<file path="src/rtl/register_file_mp.sv">
// Multi-port register file with a per-register pending scoreboard for RAW hazard detection.
// Latency: reads and rbusy are combinational; writes, reservations and pend_cnt update at the CLK edge.
// Backpressure: none; every write or reserve is accepted. Define REGFILE_BYPASS_EN for same-cycle write forwarding.
module register_file_mp #(
    parameter int WIDTH    = 32,
    parameter int NREGS    = 32,
    parameter int NREAD    = 2,
    parameter int NWRITE   = 1,
    parameter int ZERO_REG = 1,
    localparam int AW      = $clog2(NREGS)
) (
    input  logic                    CLK,
    input  logic                    RST,
    input  logic [NWRITE-1:0]       wen,
    input  logic [NWRITE*AW-1:0]    wsel,
    input  logic [NWRITE*WIDTH-1:0] wdat,
    input  logic                    resv_en,
    input  logic [AW-1:0]           resv_sel,
    input  logic [NREAD*AW-1:0]     rsel,
    output logic [NREAD*WIDTH-1:0]  rdat,
    output logic [NREAD-1:0]        rbusy,
    output logic [AW:0]             pend_cnt
);

    logic [WIDTH-1:0] regs_q [NREGS];
    logic [WIDTH-1:0] regs_d [NREGS];
    logic [NREGS-1:0] pending_q, pending_d;
    logic [AW:0]      pend_cnt_q, pend_cnt_d;

    // Register 0 is hardwired when ZERO_REG is set.
    function automatic logic is_zero(input logic [AW-1:0] addr);
        return (ZERO_REG != 0) && (addr == '0);
    endfunction

    // Next-state data: ports applied in ascending order so the highest port wins a collision.
    always_comb begin
        for (int r = 0; r < NREGS; r++) begin
            regs_d[r] = regs_q[r];
        end
        for (int k = 0; k < NWRITE; k++) begin
            if (wen[k] && !is_zero(wsel[k*AW +: AW])) begin
                regs_d[wsel[k*AW +: AW]] = wdat[k*WIDTH +: WIDTH];
            end
        end
    end

    // Next-state scoreboard: reservation beats writeback clear; count follows the new bits.
    always_comb begin
        pending_d  = pending_q;
        pend_cnt_d = '0;
        for (int r = 0; r < NREGS; r++) begin
            if (resv_en && (resv_sel == AW'(r)) && !is_zero(AW'(r))) begin
                pending_d[r] = 1'b1;
            end else begin
                for (int k = 0; k < NWRITE; k++) begin
                    if (wen[k] && (wsel[k*AW +: AW] == AW'(r))) begin
                        pending_d[r] = 1'b0;
                    end
                end
            end
            pend_cnt_d = pend_cnt_d + {{AW{1'b0}}, pending_d[r]};
        end
    end

    // State registers with synchronous reset that discards data and reservations.
    always_ff @(posedge CLK) begin
        if (RST) begin
            for (int r = 0; r < NREGS; r++) begin
                regs_q[r] <= '0;
            end
            pending_q  <= '0;
            pend_cnt_q <= '0;
        end else begin
            for (int r = 0; r < NREGS; r++) begin
                regs_q[r] <= regs_d[r];
            end
            pending_q  <= pending_d;
            pend_cnt_q <= pend_cnt_d;
        end
    end

    // Read ports: stored value and pending bit, optionally overridden by a same-cycle write.
    always_comb begin
        rdat  = '0;
        rbusy = '0;
        for (int p = 0; p < NREAD; p++) begin
            if (!is_zero(rsel[p*AW +: AW])) begin
                rdat[p*WIDTH +: WIDTH] = regs_q[rsel[p*AW +: AW]];
                rbusy[p]               = pending_q[rsel[p*AW +: AW]];
`ifdef REGFILE_BYPASS_EN
                for (int k = 0; k < NWRITE; k++) begin
                    if (wen[k] && (wsel[k*AW +: AW] == rsel[p*AW +: AW])) begin
                        rdat[p*WIDTH +: WIDTH] = wdat[k*WIDTH +: WIDTH];
                        // A writeback retires the hazard unless the same register is re-reserved now.
                        if (!(resv_en && (resv_sel == rsel[p*AW +: AW]))) begin
                            rbusy[p] = 1'b0;
                        end
                    end
                end
`endif
            end
        end
    end

    assign pend_cnt = pend_cnt_q;

endmodule

</file>
<file path="config.mk">
export PLATFORM = sky130hd
export DESIGN_NAME = register_file_mp
export DESIGN_NICKNAME = d
export VERILOG_FILES = /design/src/rtl/register_file_mp.sv
export SDC_FILE = /design/constraint.sdc
export NUM_CORES = 2
export LEC_CHECK = 0
export CAP_MARGIN = 20
export CELL_PAD_IN_SITES_DETAIL_PLACEMENT = 1
export CELL_PAD_IN_SITES_GLOBAL_PLACEMENT = 1
export CORE_ASPECT_RATIO = 1.75
export CORE_MARGIN = 2
export CORE_UTILIZATION = 45
export CTS_BUF_LIST = sky130_fd_sc_hd__clkbuf_2 sky130_fd_sc_hd__clkbuf_4 sky130_fd_sc_hd__clkbuf_8
export DETAILED_ROUTE_END_ITERATION = 10
export GPL_ROUTABILITY_DRIVEN = 0
export MAX_ROUTING_LAYER = met4
export PLACE_DENSITY = 0.76
export SETUP_SLACK_MARGIN = 0.2
export SYNTH_ARGS = -nofsm -noshare
export SYNTH_HDL_FRONTEND = slang
export SYNTH_SLANG_ARGS = --single-unit
</file>
<file path="constraint.sdc">
create_clock -name CLK -period 13.75 [get_ports CLK]
set_clock_uncertainty 0.15 [all_clocks]
set_input_delay 2.75 -clock CLK [delete_from_list [all_inputs] [get_ports CLK]]
set_output_delay 2.75 -clock CLK [all_outputs]
set_load 0.05 [all_outputs]
</file>
==> results.cfg <==
[outcome]
status = complete, but fails checks
violations = max-slew violations

[critical_path]
slowest_delay_ps = 1080
r2r-start = pending_q[0]$_SDFF_PP0_
ff2ff_setup_slack_ps = 8340
r2r_cells = 17
crit_chain = buf_6 -> buf_4 -> inv_4 -> nor2_2 -> a22oi_1 -> a311oi_1 -> clkdlybuf4s50_1
path_buf_inv = 4
regToRegEndpoint = pend_cnt[4]$_SDFF_PP0_
required_ps = 10850
start_kind = primary input
end_kind = output pin
crit_fanout = 39
cpMaxStageDelayCell = nor2_2
critPathKind = in2out
path_delay_family = buffers and inverters
cp_data_arrival_time_ps = 7360

[sta]
slew-limit-headroom = -0.03808
hold_viol = 0
hold_ws_ps = 316.2
final.setup.tns_ps = 0
final_max_slew_viol_count = 55
worst_pin_slew_ps = 1557
setup_viol = 0
rsz0062_at_grt = false
fin_crit_ps = 10260
fin_crit_sh = 0.7465
timing.fmax_ghz = 0.09743

[yosys]
synth_nets = 6174
synth_common_cells = nand2_1 (2,052), dfxtp_1 (1,062), a21oi_1 (993), mux4_2 (447), clkbuf_1 (346)
synth_edf_count = 0
ys_seq_elements = 1062
avgSynthCellArea_um2 = 9.004
synth_most_common_cell = nand2_1
ys_warn_count = 0
syn_inst = 6087
syn-cell-area_um2 = 54810
synth_area_leaders = dfxtp_1 (39%), mux4_2 (18%), nand2_1 (14%)
synth.top_cell.area_share = 0.3879
yosysSeqAreaShare = 0.3879
synth_area_leader_cell = dfxtp_1
async_flop_share = 0
synth-main-ff-cell = dfxtp_1
synth.distinct_cells = 56

[cells_and_area]
instances_no_fill = 7661
layout-drive-gt1-share = 0.1725
nFillCells = 13970
layout.nets = 5992
finalInstanceArea_um2 = 59960
area_growth_pct = 9.398

[clock_network]
numCtsBuffers = 166
ctsHoldBuffers = 0
clkSinkCount = 1062
cts.path.max_buffers = 3
cts_tree = done
cts-htree-levels = 4
insertion_delay_ps = 900
post_cts_resized = 0
cts-root-buf = clkbuf_8
path_clk_slew_ps = 60
postCtsSetupBuffers = 0

[grt]
grt_pass1_wl_um = 354000
antenna_found_initial = 13
grtUsageTotal = 0.4018
grt_pass1_vias = 53370
grt_start_max_net_pins = 218
grt.overflow.total = 0

[floorplan]
design.die.area_um2 = 124700
start_util = 0.4531
rows = 169
die_w_um = 267.8
pin_count = 128
fp.dieH_um = 465.7
fp.coreArea_um2 = 121000

[power_and_ir_drop]
power_mw = 6.757
peakVddDrop_v = 0.00009397
leakagePower_nw = 19.45
powerDensity_nw_per_um2 = 112.7

[worst_hold_path]
hold_depth = 2
hold_class = reg2reg
holdPathEnd = regs_q[8][21]$_SDFFE_PP0P_
hold_path.startpoint = regs_q[8][21]$_SDFFE_PP0P_

[routing]
vias_per_cell = 6.723
vias = 51510
drc = 0
wl_per_cell_um = 32.02
firstDrtPassIters = 6
wl_um = 245300
drt-initial-drc-count = 5535
antenna_left = 0

[placed_design]
dp_cells = 7360
hpwl_um = 136000
port_buffers = 127
dpl_cell_area_um2 = 56430

[flow_run]
drv_cap = 0
-- layout by cell type (no fill, tap or decap), types with 45 or more instances in the layout --
master	netlist	final
a21oi_1	993	993
a311oi_1	66	66
nand2_1	2052	2021
clkbuf_8	1	211
a211oi_1	66	66
nor2b_1	124	120
clkbuf_4	2	59
mux2i_1	132	132
buf_4	51	128
clkdlybuf4s50_1	0	116
o21ai_0	73	73
a22oi_1	77	77
dfxtp_1	1062	1062
mux4_2	447	447
a221oi_1	45	45
mux2_2	66	66
-- cell type report --
cell class,instances,area [um^2],area share
clock buffers,270,3347,0.05582
repair buffers,270,2540,0.04236
multi-input cells,4378,30500,0.5087
inverters,27,106.4,0.001774
well taps,1624,2032,0.03389
diodes,15,37.54,0.0006260
clock inverters,15,132.6,0.002212
flip-flops and latches,1062,21260,0.3546
-- tightest hold or removal path, cell delays in order, from the launching register on --
cell     delay [ps]
dfxtp_1         320
nand2_1          50
a21oi_1          50
-- logic make-up after synthesis --
group / count (synthesis) / share of synthesized area
flops: 1062 / 0.3879
xor+xnor: 1 / 0.0001598
fa+ha+maj: 31 / 0.01036
simple gates: 2279 / 0.1668
compound gates: 1407 / 0.1459
mux: 660 / 0.2285
buf+inv: 647 / 0.06038
-- routing by layer --
metal  vias up  GRT usage  share of wire
li1      20980          -              -
met1     26020     0.4494           0.35
met2      3292     0.6151           0.46
met3      1216    0.08800          0.096
met4         0     0.3274          0.092
met5         -          -              0
-- power breakdown --
part	internal (mW)	leakage [nW]	switching, mW
combinational	0.205	9.03	0.514
sequential	3.10	8.56	0.0193
clock	1.56	1.86	1.36
total	4.87	19.4	1.89
-- sequential cells by signal, indices dropped and copies added (netlist names) --
register   flops
pend_cnt       6
regs_q      1024
pending_q     32
-- through the flow --
stage	utilization	setup slack, ps
after global placement	0.4650	3784
after global routing	0.4956	3692
after floorplan	-	5735
final	0.4957	3486
after CTS	0.4953	3736
after detailed placement	0.4665	3753
-- how the worst max path moves through the flow --
stage / start / slack, ps / end / cells past startpoint
6_report: rsel[5] / 3490 / rdat[57] / 7
5_1_grt: rsel[5] / 3690 / rdat[57] / 7
4_1_cts: rsel[5] / 3740 / rdat[57] / 7
3_5_place_dp: rsel[5] / 3750 / rdat[57] / 7
3_3_place_gp: rsel[5] / 3780 / rdat[59] / 7
2_1_floorplan: wsel[2] / 5730 / pend_cnt[4]$_SDFF_PP0_ / 21
Note: power is estimated with default switching activity, not from simulation.
